===== src/rtl/bin2bcd_seq_pkg.sv =====
// Shared definitions for the sequential binary-to-BCD converter:
// FSM encoding, default widths and the decimal range limit.
package bin2bcd_seq_pkg;

    typedef enum logic [1:0] {
        IDLE  = 2'd0,
        SHIFT = 2'd1,
        DONE  = 2'd2
    } state_t;

    localparam int          BIN_W_DEF  = 14;
    localparam int          DIGITS_DEF = 4;
    localparam logic [31:0] BCD_LIMIT  = 32'd9999;

    // Largest value representable in the given number of BCD digits (10^digits - 1).
    function automatic logic [31:0] bcd_limit(input int digits);
        logic [31:0] pow;
        pow = 32'd1;
        for (int i = 0; i < digits; i++) begin
            pow = pow * 32'd10;
        end
        return pow - 32'd1;
    endfunction

endpackage


===== src/rtl/bin2bcd_seq_digit_adj.sv =====
// Double-dabble digit correction: a BCD digit of 5 or more gets 3 added
// so that the following left shift carries correctly into the next digit.
module bcd_digit_adj (
    input  logic [3:0] digit,
    output logic [3:0] adjusted
);

    assign adjusted = (digit >= 4'd5) ? (digit + 4'd3) : digit;

endmodule


===== src/rtl/bin2bcd_seq.sv =====
// Sequential shift-and-add-3 binary-to-BCD converter: one bit per cycle,
// result and overflow flag registered and held until the next conversion.
module bin2bcd_seq
    import bin2bcd_seq_pkg::*;
#(
    parameter int BIN_W  = BIN_W_DEF,
    parameter int DIGITS = DIGITS_DEF
) (
    input  logic                  clk,
    input  logic                  reset,
    input  logic                  i_start,
    input  logic [BIN_W-1:0]      i_bin,
    output logic [4*DIGITS-1:0]   o_bcd,
    output logic                  o_busy,
    output logic                  o_done,
    output logic                  o_ovf
);

    localparam int                BCD_W     = 4 * DIGITS;
    localparam int                CNT_W     = $clog2(BIN_W + 1);
    localparam logic [31:0]       LIMIT     = bcd_limit(DIGITS);
    localparam logic [CNT_W-1:0]  CNT_LOAD  = CNT_W'(BIN_W);
    localparam logic [BCD_W-1:0]  ALL_NINES = {DIGITS{4'h9}};

    state_t             state;
    state_t             next_state;
    logic [BIN_W-1:0]   bin_sr;
    logic [BCD_W-1:0]   scratch;
    logic [BCD_W-1:0]   scratch_adj;
    logic [CNT_W-1:0]   bit_cnt;
    logic               ovf_flag;
    logic               in_ovf;

    assign in_ovf = (32'(i_bin) > LIMIT);

    for (genvar d = 0; d < DIGITS; d++) begin : g_adj
        bcd_digit_adj u_adj (
            .digit    (scratch[4*d +: 4]),
            .adjusted (scratch_adj[4*d +: 4])
        );
    end

    always_ff @(posedge clk or negedge reset) begin
        if (!reset) begin
            state <= IDLE;
        end else begin
            state <= next_state;
        end
    end

    always_comb begin
        next_state = state;
        unique case (state)
            IDLE:    if (i_start) next_state = SHIFT;
            SHIFT:   if (bit_cnt == CNT_W'(1)) next_state = DONE;
            DONE:    next_state = IDLE;
            default: next_state = IDLE;
        endcase
    end

    // A carry out of the top digit also means the value exceeded the decimal range.
    always_ff @(posedge clk or negedge reset) begin
        if (!reset) begin
            bin_sr   <= '0;
            scratch  <= '0;
            bit_cnt  <= '0;
            ovf_flag <= 1'b0;
            o_bcd    <= '0;
            o_busy   <= 1'b0;
            o_done   <= 1'b0;
            o_ovf    <= 1'b0;
        end else begin
            o_done <= 1'b0;
            o_busy <= (next_state != IDLE);
            unique case (state)
                IDLE: begin
                    if (i_start) begin
                        bin_sr   <= i_bin;
                        scratch  <= '0;
                        bit_cnt  <= CNT_LOAD;
                        ovf_flag <= in_ovf;
                    end
                end
                SHIFT: begin
                    scratch  <= {scratch_adj[BCD_W-2:0], bin_sr[BIN_W-1]};
                    bin_sr   <= bin_sr << 1;
                    bit_cnt  <= bit_cnt - CNT_W'(1);
                    ovf_flag <= ovf_flag | scratch_adj[BCD_W-1];
                end
                DONE: begin
                    o_bcd  <= ovf_flag ? ALL_NINES : scratch;
                    o_ovf  <= ovf_flag;
                    o_done <= 1'b1;
                end
                default: ;
            endcase
        end
    end

endmodule

===== config.mk =====
export PLATFORM = sky130hd
export DESIGN_NAME = bin2bcd_seq
export DESIGN_NICKNAME = d
export VERILOG_FILES = /design/src/rtl/bin2bcd_seq_pkg.sv /design/src/rtl/bin2bcd_seq_digit_adj.sv /design/src/rtl/bin2bcd_seq.sv
export SDC_FILE = /design/constraint.sdc
export NUM_CORES = 1
export LEC_CHECK = 0
export CAP_MARGIN = 5
export CORE_MARGIN = 8
export CORE_UTILIZATION = 45
export DETAILED_ROUTE_END_ITERATION = 8
export GPL_TIMING_DRIVEN = 0
export HOLD_SLACK_MARGIN = 0.12
export PLACE_DENSITY = 0.68
export SETUP_SLACK_MARGIN = 0.1
export SLEW_MARGIN = 20
export SYNTH_ARGS = -nofsm -noshare
export SYNTH_HDL_FRONTEND = slang
export SYNTH_SLANG_ARGS = --single-unit

===== constraint.sdc =====
create_clock -name clk -period 3.2 [get_ports clk]
set_input_delay 0.8 -clock clk [delete_from_list [all_inputs] [get_ports clk]]
set_output_delay 0.8 -clock clk [all_outputs]
set_load 0.03 [all_outputs]

# Word level (Yosys, flattened, before mapping)
# Cells that the tools add are included.
op_classes:
  bitwise_logic: 1
  order_cmp: 5
  n_addsub: 5
  n_reduce_logical: 4
  eq_ne: 4
  mux: 17
op_table:
  columns: ["operator", "n"]
  rows:
  - ["16-bit two-way mux", 2]
  - ["16-bit case mux with 2 select lines", 1]
  - ["14-bit case mux with 2 select lines", 1]
  - ["4-bit two-way mux", 5]
  - ["4-bit by 2-bit adder with 4-bit output, second input constant", 4]
  - ["4-bit by 3-bit >= comparator with 1-bit output, second input constant", 4]
  - ["14-bit > comparator, second input constant", 1]
  - ["14-bit two-way mux", 1]
  - ["4-bit case mux with 2 select lines", 1]
  - ["4-bit by 1-bit == test with 1-bit output, second input constant", 1]
  - ["2-bit two-way mux", 2]
  - ["2-bit case mux with 2 select lines", 1]
  - ["2-bit nonzero test", 2]
  - ["4-bit by 1-bit subtractor with 4-bit output, second input constant", 1]
  - ["2-bit by 1-bit == test with 1-bit output, second input constant", 1]
  - ["2-bit == test, second input constant", 1]
  - ["2-bit zero test", 1]
  - ["1-bit two-way mux", 2]
  - ["2-bit != test, second input constant", 1]
  - ["1-bit case mux with 2 select lines", 1]
  - ["2-bit AND reduction", 1]
  - ["1-bit OR", 1]
word_totals:
  reg_bits: 56
  wordCells: 45
  input_bits: 17
  out_inout_bits: 19

# Longest topological paths before layout
# Gate-level depths: netlist of run 1.
depth:
  ltp_word: 4
  depth_mapped: 6
  depth_no_buf: 6

# Hierarchy
# A second synthesis of run 1 with hierarchy kept.
hier_totals:
  cells_unflattened: 281
  hier_area_um2: 2756.4
by_module_without_submodules:
  columns: ["module", "cells_each", "instances", "area_per_inst_um2", "seq_area_each_um2"]
  rows:
  - ["bin2bcd_seq", 217, 1, 2351.0, 1401.3]
  - ["bcd_digit_adj", 16, 4, 101.3, 0.0]

# Worst setup path after synthesis of run 1
# OpenSTA, ideal clock, no wires.
synth_path:
  path_kind: "input-to-reg"
  start: "input i_bin[7]"
  end: "register ovf_flag"
  required_ns: 3.069
  slack_ns: 1.650
  t_arrival_ns: 1.420
  setup_ns: 0.131
  cell_stages: 4
  path_buffers: 0
  path_cell_list: "nor4_1 nor2_1 o311ai_1 nand3_1"
synth_between:
  elab_chain_cells: 3
synth_rtl:
  columns: ["item", "line", "source"]
  rows:
  - ["start: declaration", "bin2bcd_seq.sv:12", "input logic [BIN_W-1:0] i_bin,"]
  - ["14-bit > comparator", "bin2bcd_seq.sv:34", "assign in_ovf = (32'(i_bin) > LIMIT);"]
  - ["1-bit two-way mux", "bin2bcd_seq.sv:77", "if (i_start) begin"]
  - ["1-bit case mux with 2 select lines", "bin2bcd_seq.sv:75", "unique case (state)"]
  - ["end signal: assignment", "bin2bcd_seq.sv:81", "ovf_flag <= in_ovf;"]
  - ["end signal: assignment", "bin2bcd_seq.sv:88", "ovf_flag <= ovf_flag | scratch_adj[BCD_W-1];"]
  - ["end: declaration", "bin2bcd_seq.sv:31", "logic ovf_flag;"]
# Every way passes these cells. The select of a mux whose other input is x is not followed.
# A chain may end at the register's enable or synchronous reset.

# Worst setup path after layout of run 1
layout_path:
  start: "register o_bcd[7]"
  end: "output o_bcd[7]"
layout_lines:
  columns: ["item", "line", "source"]
  rows:
  - ["start: declaration", "bin2bcd_seq.sv:13", "output logic [4*DIGITS-1:0] o_bcd,"]
  - ["start signal: assignment", "bin2bcd_seq.sv:91", "o_bcd <= ovf_flag ? ALL_NINES : scratch;"]
# No word-level cell between the ends.

==> results of run 1 <==
==> layer usage <==
metal,routed length (µm),GRT usage [%]
met5,0,0
met4,61,4.03
met3,312,4.61
met2,2550,23.3
met1,2570,17.6
==> worst max path at each step <==
stage / startpoint / endpoint / slack, ps / cells after the start
after floorplan: i_bin[7] / ovf_flag / 1650 / 4
after global placement: reset / bin_sr[6] / -440 / 1
after detailed placement: i_bin[7] / ovf_flag / 1020 / 5
after CTS: o_bcd[6] / o_bcd[6] / 1030 / 1
after global routing: o_bcd[7] / o_bcd[7] / 980 / 1
final: o_bcd[7] / o_bcd[7] / 1040 / 1
==> final cells by class <==
class                      count  area, µm²
tap                           75       93.8
sequential                    56       1400
multi-input combinational    172       1090
timing repair buffer          35        348
clock buffer                   6       82.6
fill                         561       2620
buffer                        17       95.1
clock inverter                 2       10.0
inverter                      12       45.0
==> cell families (layout without fill, tap and decap cells) <==
logic type	count (synthesis)	in the layout	share of synthesized area [%]
and+or+nand+nor	68	68	12.1
buffers and inverters	29	72	5.33
AOI/OAI and AO/OA	82	82	20.0
DFF	56	56	53.3
xor gates and xnor gates	7	7	2.33
adders and majority gates	10	10	4.76
muxes	5	5	2.14
==> power breakdown <==
part	leakage, nW	internal (W)	switching [W]	total (W)
registers	0.725	0.000948	0.000186	0.00113
clock network	0.0510	0.000173	0.000227	0.000401
logic	0.588	0.000553	0.000693	0.00125
==> cell usage after synthesis (2+ instances only) <==
cell type,n
nand2_1,31
o32ai_1,2
inv_1,11
o22ai_1,3
o31ai_1,10
buf_2,10
a31oi_1,2
mux2_2,4
ha_1,10
a22oi_1,13
a32o_1,4
a21oi_1,5
buf_6,2
xnor2_1,4
nor2_1,11
nand3_1,8
dfrtp_1,56
nand2b_1,10
xor2_1,3
o21ai_1,19
o21ai_0,20
clkbuf_1,4
==> per-stage QoR <==
stage | utilization (%) | setup WS [ps] | hold slack (ps)
floorplan | - | 1650 | 446
finish | 54.7 | 1040 | 480
CTS | 54.7 | 1030 | 483
detailed placement | 53.1 | 1020 | 467
global route | 54.7 | 983 | 514
global placement | 53.2 | -438 | 462
==> registers in the layout (all words and copies together) (netlist names) <==
register  cells
o_done        1
scratch      16
ovf_flag      1
state         2
bin_sr       14
bit_cnt       4
o_bcd        16
o_busy        1
o_ovf         1
==> flow_metrics.env, run 1 <==
export IMPL_hold_viol_final=0
export IMPL_relSlewSlack_pct=53.6
export IMPL_antenna_cells=0
export IMPL_insertion_delay_ps=310
export IMPL_rrSetupSlack_ps=1490
export IMPL_worst_slew_pin_slew_ps=696
export IMPL_crit_fanout=2
export IMPL_yosys_warnings=0
export IMPL_synthDistinctLibCells=37
export IMPL_synth_top_cell_area_share_pct=53.3
export IMPL_drive_above_1_share_pct=10.0
export IMPL_cts_hold_buf=0
export IMPL_num_io_pins=36
export IMPL_wire_per_inst_um=14.6
export IMPL_cp_arrival_ps=1360
export IMPL_antenna_found_initial=0
export IMPL_clkSlewWorstSetupHoldPaths_ps=100
export IMPL_area_delta_synth_final_pct=20.3
export IMPL_vias_per_cell=5.37
export IMPL_p_per_area_nw_per_um2=879
export IMPL_grt_ovfl_total=0
export IMPL_post_cts_resized=0
export IMPL_die_area_um2=8540
export IMPL_worstPathCellList="clkdlybuf4s50_1"
export IMPL_cts_made_buffers=5
export IMPL_die_w_um=92.4
export IMPL_status="finished clean"
export IMPL_synth_nets=284
export IMPL_worst_ep_required_time_ps=2400
export IMPL_end_kind="primary output"
export IMPL_min_from="bit_cnt[3]"
export IMPL_cpLargestDelayFamily="buffers and inverters"
export IMPL_place_congestion=0.803
export IMPL_fin_setup_tns_ps=0
export IMPL_dpl_cell_area_um2=3070
export IMPL_power_w=0.00278
export IMPL_cts_sinks=56
export IMPL_grt_first_pass_wirelength_um=9980
export IMPL_worst_setup_path_type="reg -> out"
export IMPL_synth_flop_cell="dfrtp_1"
export IMPL_ir_drop_v=0.000327
export IMPL_synth_cells=257
export IMPL_worst_hold_path_type="reg -> reg"
export IMPL_slowest_stage="clkdlybuf4s50_1"
export IMPL_final_common_cell="dfrtp_1"
export IMPL_ys_ff_latch=56
export IMPL_postCtsSetupBuffers=0
export IMPL_synth_area_um2=2630
export IMPL_vias=2015
export IMPL_drcViolationCount=0
export IMPL_cts_max_path_buffers=2
export IMPL_core_um2=5780
export IMPL_setup_viol=0
export IMPL_hpwl_um=3960
export IMPL_layout_min_cycle_time_ps=2160
export IMPL_dr_pass1_iters=4
export IMPL_hold_depth=1
export IMPL_dr_first_iter_drc_count=135
export IMPL_grt_usage_pct=14.3
export IMPL_io_buffers=35
export IMPL_yosysSeqAreaShare_pct=53.3
export IMPL_root_buffer="clkbuf_8"
export IMPL_post_place_cells=367
export IMPL_period_share_pct=67.5
export IMPL_die_y_um=92.4
export IMPL_cts_tree="built"
export IMPL_rr_worst_depth=6
export IMPL_rr_endpoint="scratch[6]"
export IMPL_slowest_delay_ps=680
export IMPL_synth_largest_area_cell="dfrtp_1"
export IMPL_whs_endpoint="bit_cnt[3]"
export IMPL_cp_start_kind="flip-flop"
export IMPL_fin_skew_ps=8.28
export IMPL_static_leakage_power_nw=1.36
export IMPL_fin_area_um2=3160
export IMPL_grt_max_degree=57
export IMPL_most_common_layout_cells="56 x dfrtp_1, 34 x clkdlybuf4s50_1, 31 x nand2_1"
export IMPL_synthArstFlopShare_pct=100
export IMPL_routed_wl_um=5490
export IMPL_r2r_start="scratch[4]"
export IMPL_path_buf_inv=1
export IMPL_rsz0062_at_grt="no"
export IMPL_antenna_left=0
export IMPL_final_max_slew_viol_count=0
export IMPL_final_cells=375
export IMPL_grt_pass1_vias=2126
export IMPL_drv_cap=0
export IMPL_rows=28
export IMPL_max_freq_ghz=0.463
export IMPL_nets=326
export IMPL_synth_avg_cell_area_um2=10.2
export IMPL_start_util_pct=45.5
export IMPL_synth_edff_count=0
export IMPL_cts_htree_levels=2
export IMPL_synth_area_top_cells="dfrtp_1 53%, ha_1 4.8%, nand2_1 4.4%"
No activity file was read; power rests on OpenSTA's default activity.
==> inputs of run 2 (changes only) <==
==> constraint.sdc (replaced) <==
create_clock -name clk -period 2 [get_ports clk]
set_input_delay 0.5 -clock clk [delete_from_list [all_inputs] [get_ports clk]]
set_output_delay 0.5 -clock clk [all_outputs]
set_load 0.03 [all_outputs]
==> run 2 against run 1 <==
Worst hold slack got worse by 260 ps. Via count rose by 0.50%. Combinational power rose by 60%. Clock power rose by 61%. Clock-buffer cell count did not move. Utilization rose by 0.41 points. Register-to-register slack got worse by 1200 ps. Worst setup slack got worse by 890 ps. Flip-flop and latch count did not move. Critical path depth did not move. Largest cell class unchanged. Largest power group unchanged.
==> flow_metrics.env, run 2 (synthesis gave the netlist of run 1 again) <==
export IMPL_final_common_cell="dfrtp_1"
export IMPL_end_kind="primary output"
export IMPL_setup_ws_ps=153
export IMPL_drv_cap=0
export IMPL_dr_first_iter_drc_count=128
export IMPL_ir_drop_v=0.000524
export IMPL_crit_fanout=2
export IMPL_wire_per_inst_um=14.8
export IMPL_cts_tree="built"
export IMPL_area_delta_synth_final_pct=21.2
export IMPL_dr_pass1_iters=4
export IMPL_max_freq_ghz=0.541
export IMPL_place_congestion=0.803
export IMPL_antenna_found_initial=0
export IMPL_grt_ovfl_total=0
export IMPL_die_area_um2=8540
export IMPL_layout_min_cycle_time_ps=1850
export IMPL_fin_setup_tns_ps=0
export IMPL_slowest_stage="clkdlybuf4s50_1"
export IMPL_rsz0062_at_grt="no"
export IMPL_vias=2025
export IMPL_cts_made_buffers=5
export IMPL_grt_max_degree=57
export IMPL_slowest_delay_ps=670
export IMPL_fin_util_pct=55.1
export IMPL_hold_viol_final=0
export IMPL_worst_setup_path_type="reg -> out"
export IMPL_grt_usage_pct=14.3
export IMPL_cts_max_path_buffers=2
export IMPL_antenna_left=0
export IMPL_vias_per_cell=5.40
export IMPL_cts_sinks=56
export IMPL_grtUsageMet1_pct=17.6
export IMPL_clkSlewWorstSetupHoldPaths_ps=100
export IMPL_p_per_area_nw_per_um2=1400
export IMPL_worstPathCellList="clkdlybuf4s50_1"
export IMPL_use_met2_pct=23.3
export IMPL_cp_arrival_ps=1350
export IMPL_grt_busiest_layer="met2"
export IMPL_worst_ep_required_time_ps=1500
export IMPL_antenna_cells=0
export IMPL_final_max_slew_viol_count=0
export IMPL_rows=28
export IMPL_setup_viol=0
export IMPL_worst_hold_path_type="in -> async"
export IMPL_hpwl_um=3960
export IMPL_status="finished clean"
export IMPL_relSlewSlack_pct=53.4
export IMPL_fin_skew_ps=10.5
export IMPL_start_util_pct=45.5
export IMPL_root_buffer="clkbuf_8"
export IMPL_place_ws_ps=115
export IMPL_worst_slew_pin_slew_ps=698
export IMPL_io_buffers=35
export IMPL_static_leakage_power_nw=1.51
export IMPL_die_w_um=92.4
export IMPL_most_common_layout_cells="56 x dfrtp_1, 31 x nand2_1, 26 x clkdlybuf4s50_1"
export IMPL_grt_use_met3_pct=4.61
export IMPL_grt_first_pass_wirelength_um=9980
export IMPL_drive_above_1_share_pct=10.3
export IMPL_cp_start_kind="flip-flop"
export IMPL_final_cells=375
export IMPL_drcViolationCount=0
export IMPL_period_share_pct=92.4
export IMPL_insertion_delay_ps=310
export IMPL_largestRegisters="o_bcd (16), scratch (16), bin_sr (14)"
export IMPL_post_place_cells=367
export IMPL_core_um2=5780
export IMPL_cpLargestDelayFamily="buffers and inverters"
export IMPL_routed_wl_um=5540
export IMPL_grt_pass1_vias=2126
export IMPL_cts_htree_levels=2
export IMPL_n_fill_cell=558
export IMPL_nets=326
export IMPL_die_y_um=92.4
export IMPL_postCtsSetupBuffers=0
export IMPL_path_buf_inv=1
export IMPL_num_io_pins=36
## run 2: cell types whose count changed in the layout (fill, tap and decap cells not counted)
cell,change
clkdlybuf4s50_1,-8
dlymetal6s2s_1,+8
a21oi_1,-1
a21oi_2,+1
## run 2: final cells by class
cell class / count / area [µm²] / share of cell area, %
tap: 75 / 93.8 / 2.94
multi-input combinational: 172 / 1090 / 34.2
clock buffer: 6 / 82.6 / 2.59
sequential: 56 / 1400 / 44.0
timing repair buffer: 35 / 368 / 11.5
inverter: 12 / 45.0 / 1.41
clock inverter: 2 / 10.0 / 0.314
buffer: 17 / 95.1 / 2.98
## run 2: final timing paths
path / from / endpoint / slack, ps / cells past startpoint
worst max-delay path: o_bcd[1] / o_bcd[1] / 150 / 1
worst min-delay path: reset / o_bcd[2] / 220 / 1
worst max register to register: scratch[4] / scratch[6] / 280 / 6
worst min register to register: bit_cnt[3] / bit_cnt[3] / 480 / 1
max in group asynchronous: reset / bin_sr[4] / 1310 / 1
min in group clk: bit_cnt[3] / bit_cnt[3] / 480 / 1
## run 2: per-stage QoR
step	hold slack [ps]	cell area, µm²	power [W]
4_1_cts	252	3160	0.00450
5_1_grt	283	3190	0.00487
3_3_place_gp	462	3070	0.00378
3_5_place_dp	467	3070	0.00385
2_1_floorplan	204	2630	0.00325
6_report	218	3190	0.00446
## run 2: layer usage
metal / routed length, µm / up-vias
met1: 2640 / 986
met2: 2560 / 45
met5: 0 / -
met3: 285 / 6
li1: - / 988
met4: 61 / 0
## run 2: report_power, final
group	leakage (nW)	internal, W	switching, W
logic	0.733	0.000884	0.00111
registers	0.725	0.00152	0.000300
clock network	0.0510	0.000278	0.000367
total	1.51	0.00268	0.00178
## run 2: worst register-to-register path, stage by stage, from the launching register on
cell	delay, ps
dfrtp_1	440
inv_1	130
ha_1	230
nand2b_1	70
a21oi_1	290
mux2_2	370
o21ai_1	120
## run 2: timing repair
| action | CTS | global route |
|---|---|---|
| setup endpoints to repair | 0 | 9 |
| hold endpoints to repair | 0 | 0 |
| hold buffers | 0 | 0 |
| resized for setup | 0 | 9 |
==> inputs of run 3 (changes only) <==
--- a/config.mk
+++ b/config.mk
@@ -11,9 +11,10 @@
 export DETAILED_ROUTE_END_ITERATION = 8
 export GPL_TIMING_DRIVEN = 0
 export HOLD_SLACK_MARGIN = 0.12
-export PLACE_DENSITY = 0.68
+export PLACE_DENSITY = 0.67
 export SETUP_SLACK_MARGIN = 0.1
 export SLEW_MARGIN = 20
 export SYNTH_ARGS = -nofsm -noshare
 export SYNTH_HDL_FRONTEND = slang
+export SYNTH_HIERARCHICAL = 1
 export SYNTH_SLANG_ARGS = --single-unit
==> run 3 against run 2 <==
Design area is 2.8% higher. Wire length is 2.5% lower. Combinational power is 18% higher. Synthesized area is 4.9% higher. Critical endpoint is now o_bcd[0]. Largest cell class unchanged.
==> flow_metrics.env, run 3 <==
export IMPL_vias=2029
export IMPL_vias_per_cell=5.10
export IMPL_io_buffers=35
export IMPL_nets=350
export IMPL_topRoutingLayerUsed="met4"
export IMPL_grt_max_degree=57
export IMPL_num_io_pins=36
export IMPL_synth_nets=308
export IMPL_fin_setup_tns_ps=0
export IMPL_yosysMostFrequentCell="dfrtp_1"
export IMPL_ys_ff_latch=56
export IMPL_relSlewSlack_pct=53.4
export IMPL_start_util_pct=46.6
export IMPL_status="finished clean"
export IMPL_synth_adder_area_share_pct=4.54
export IMPL_grt_first_pass_wirelength_um=9540
export IMPL_layout_min_cycle_time_ps=1840
export IMPL_end_kind="primary output"
export IMPL_fin_area_um2=3280
export IMPL_synth_flop_cell="dfrtp_1"
export IMPL_die_y_um=94.3
export IMPL_worstPathCellList="clkdlybuf4s50_1"
export IMPL_place_congestion=0.764
export IMPL_cp_start_kind="flip-flop"
export IMPL_synth_top_family_by_area="compound AO/OA/AOI/OAI gates"
export IMPL_synth_avg_cell_area_um2=9.81
export IMPL_drcViolationCount=0
export IMPL_antenna_found_initial=0
export IMPL_synth_edff_count=0
export IMPL_synth_area_um2=2760
export IMPL_ir_drop_v=0.000520
export IMPL_postCtsSetupBuffers=0
export IMPL_cpLargestDelayFamily="buffers and inverters"
export IMPL_cts_tree="built"
export IMPL_final_common_cell="dfrtp_1"
export IMPL_max_freq_ghz=0.543
export IMPL_worst_setup_path_type="reg -> out"
export IMPL_final_max_slew_viol_count=0
export IMPL_cp_arrival_ps=1340
export IMPL_wire_per_inst_um=13.6
export IMPL_antenna_left=0
export IMPL_dr_pass1_iters=5
export IMPL_yosys_warnings=6
export IMPL_insertion_delay_ps=300
export IMPL_dr_first_iter_drc_count=95
export IMPL_clkSlewWorstSetupHoldPaths_ps=90
export IMPL_period_share_pct=92.2
export IMPL_p_per_area_nw_per_um2=1470
export IMPL_synthDistinctLibCells=30
export IMPL_synth_xor_area_share_pct=1.27
export IMPL_cts_hold_buf=0
export IMPL_setup_viol=0
export IMPL_largestRegisters="o_bcd (16), scratch (16), bin_sr (14)"
export IMPL_yosysSeqAreaShare_pct=50.8
export IMPL_die_area_um2=8890
export IMPL_synthArstFlopShare_pct=100
export IMPL_worst_ep_required_time_ps=1500
export IMPL_most_common_layout_cells="56 x dfrtp_1, 52 x nand2_1, 35 x o21ai_0"
export IMPL_place_ws_ps=105
export IMPL_worst_hold_path_type="in -> async"
export IMPL_wl_met3_um=258
export IMPL_rows=28
export IMPL_cts_max_path_buffers=2
export IMPL_rr_worst_depth=7
export IMPL_drive_above_1_share_pct=8.67
export IMPL_yosys_area_share_simple_pct=14.8
export IMPL_antenna_cells=0
export IMPL_slowest_delay_ps=680
export IMPL_n_fill_cell=550
export IMPL_post_cts_resized=0
export IMPL_die_w_um=94.3
export IMPL_core_um2=5920
export IMPL_synth_largest_area_cell="dfrtp_1"
export IMPL_fin_skew_ps=7.53
export IMPL_dr_wl_met2_um=2570
export IMPL_cts_sinks=56
export IMPL_cts_made_buffers=5
export IMPL_hpwl_um=3930
export IMPL_synthMuxAreaShare_pct=5.08
export IMPL_hold_viol_final=0
export IMPL_synthTopCellsByCount="56 x dfrtp_1, 52 x nand2_1, 35 x o21ai_0"
export IMPL_synth_top_cell_area_share_pct=50.8
export IMPL_grt_ovfl_total=0
export IMPL_static_leakage_power_nw=1.53
export IMPL_grt_usage_pct=13.2
export IMPL_setup_ws_ps=157
export IMPL_power_w=0.00483
export IMPL_synth_area_top_cells="dfrtp_1 51%, nand2_1 7.1%, o21ai_0 6.4%"
export IMPL_root_buffer="clkbuf_8"
export IMPL_holdWs_ps=247
export IMPL_rsz0062_at_grt="no"
export IMPL_synth_cells=281
export IMPL_grt_pass1_vias=2064
export IMPL_routed_wl_um=5400
export IMPL_area_delta_synth_final_pct=18.8
export IMPL_path_buf_inv=1
export IMPL_wl_met1_um=2550
export IMPL_synth_compound_area_share_pct=17.5
export IMPL_cp_num_cells=1
export IMPL_drv_cap=0
export IMPL_worst_slew_pin_slew_ps=698
export IMPL_crit_fanout=2
export IMPL_cts_htree_levels=2
export IMPL_slowest_stage="clkdlybuf4s50_1"
export IMPL_dpl_cell_area_um2=3200
run 3: changes by cell type in the layout (fill, tap and decap cells not counted), moves of 9 or more:
cell,previous run,this run
a22o_1,1,16
a22oi_1,13,4
mux2i_1,0,14
nand2_1,31,52
o21ai_0,20,35
o21ai_1,19,7
o31ai_1,10,0
run 3: cell families after synthesis:
group,count (synthesis)
AOI/OAI and AO/OA,76
xor gates and xnor gates,4
muxes,14
and+or+nand+nor,91
buffers and inverters,30
adders and majority gates,10
DFF,56
run 3: report_power, final:
group	leakage (nW)	switching [W]	internal, W
Clock	0.0410	0.000338	0.000239
Combinational	0.776	0.00121	0.00115
Sequential	0.717	0.000355	0.00154
run 3: final timing paths:
check | start | to | slack, ps
min in group clk | o_bcd[9] | o_bcd[9] | 480
hold reg to reg | o_bcd[9] | o_bcd[9] | 480
hold / removal | reset | o_bcd[2] | 250
max in group asynchronous | reset | bin_sr[6] | 1290
setup / recovery | o_bcd[0] | o_bcd[0] | 160
setup reg to reg | scratch[12] | ovf_flag | 490
run 3: area by class of cell:
| cell class | instances | area [µm²] | share of cell area [%] |
|---|---|---|---|
| tap | 75 | 93.8 | 2.86 |
| timing repair buffer | 35 | 348 | 10.6 |
| buffer | 16 | 111 | 3.40 |
| multi-input combinational | 195 | 1190 | 36.4 |
| clock inverter | 1 | 5.00 | 0.153 |
| sequential | 56 | 1400 | 42.8 |
| inverter | 14 | 52.6 | 1.60 |
| clock buffer | 6 | 72.6 | 2.22 |
run 3: metrics by stage:
step / utilization, % / instances
6_report: 55.3 / 398
5_1_grt: 55.3 / 398
4_1_cts: 55.3 / 398
3_5_place_dp: 54.0 / 391
3_3_place_gp: 54.1 / 391
2_1_floorplan: - / 281
run 3: per-layer routing:
layer | vias to the layer above | track usage (%)
met3 | 2 | 2.96
met5 | - | 0
met2 | 38 | 21.7
met4 | 0 | 3.04
met1 | 961 | 17.0
li1 | 1028 | -
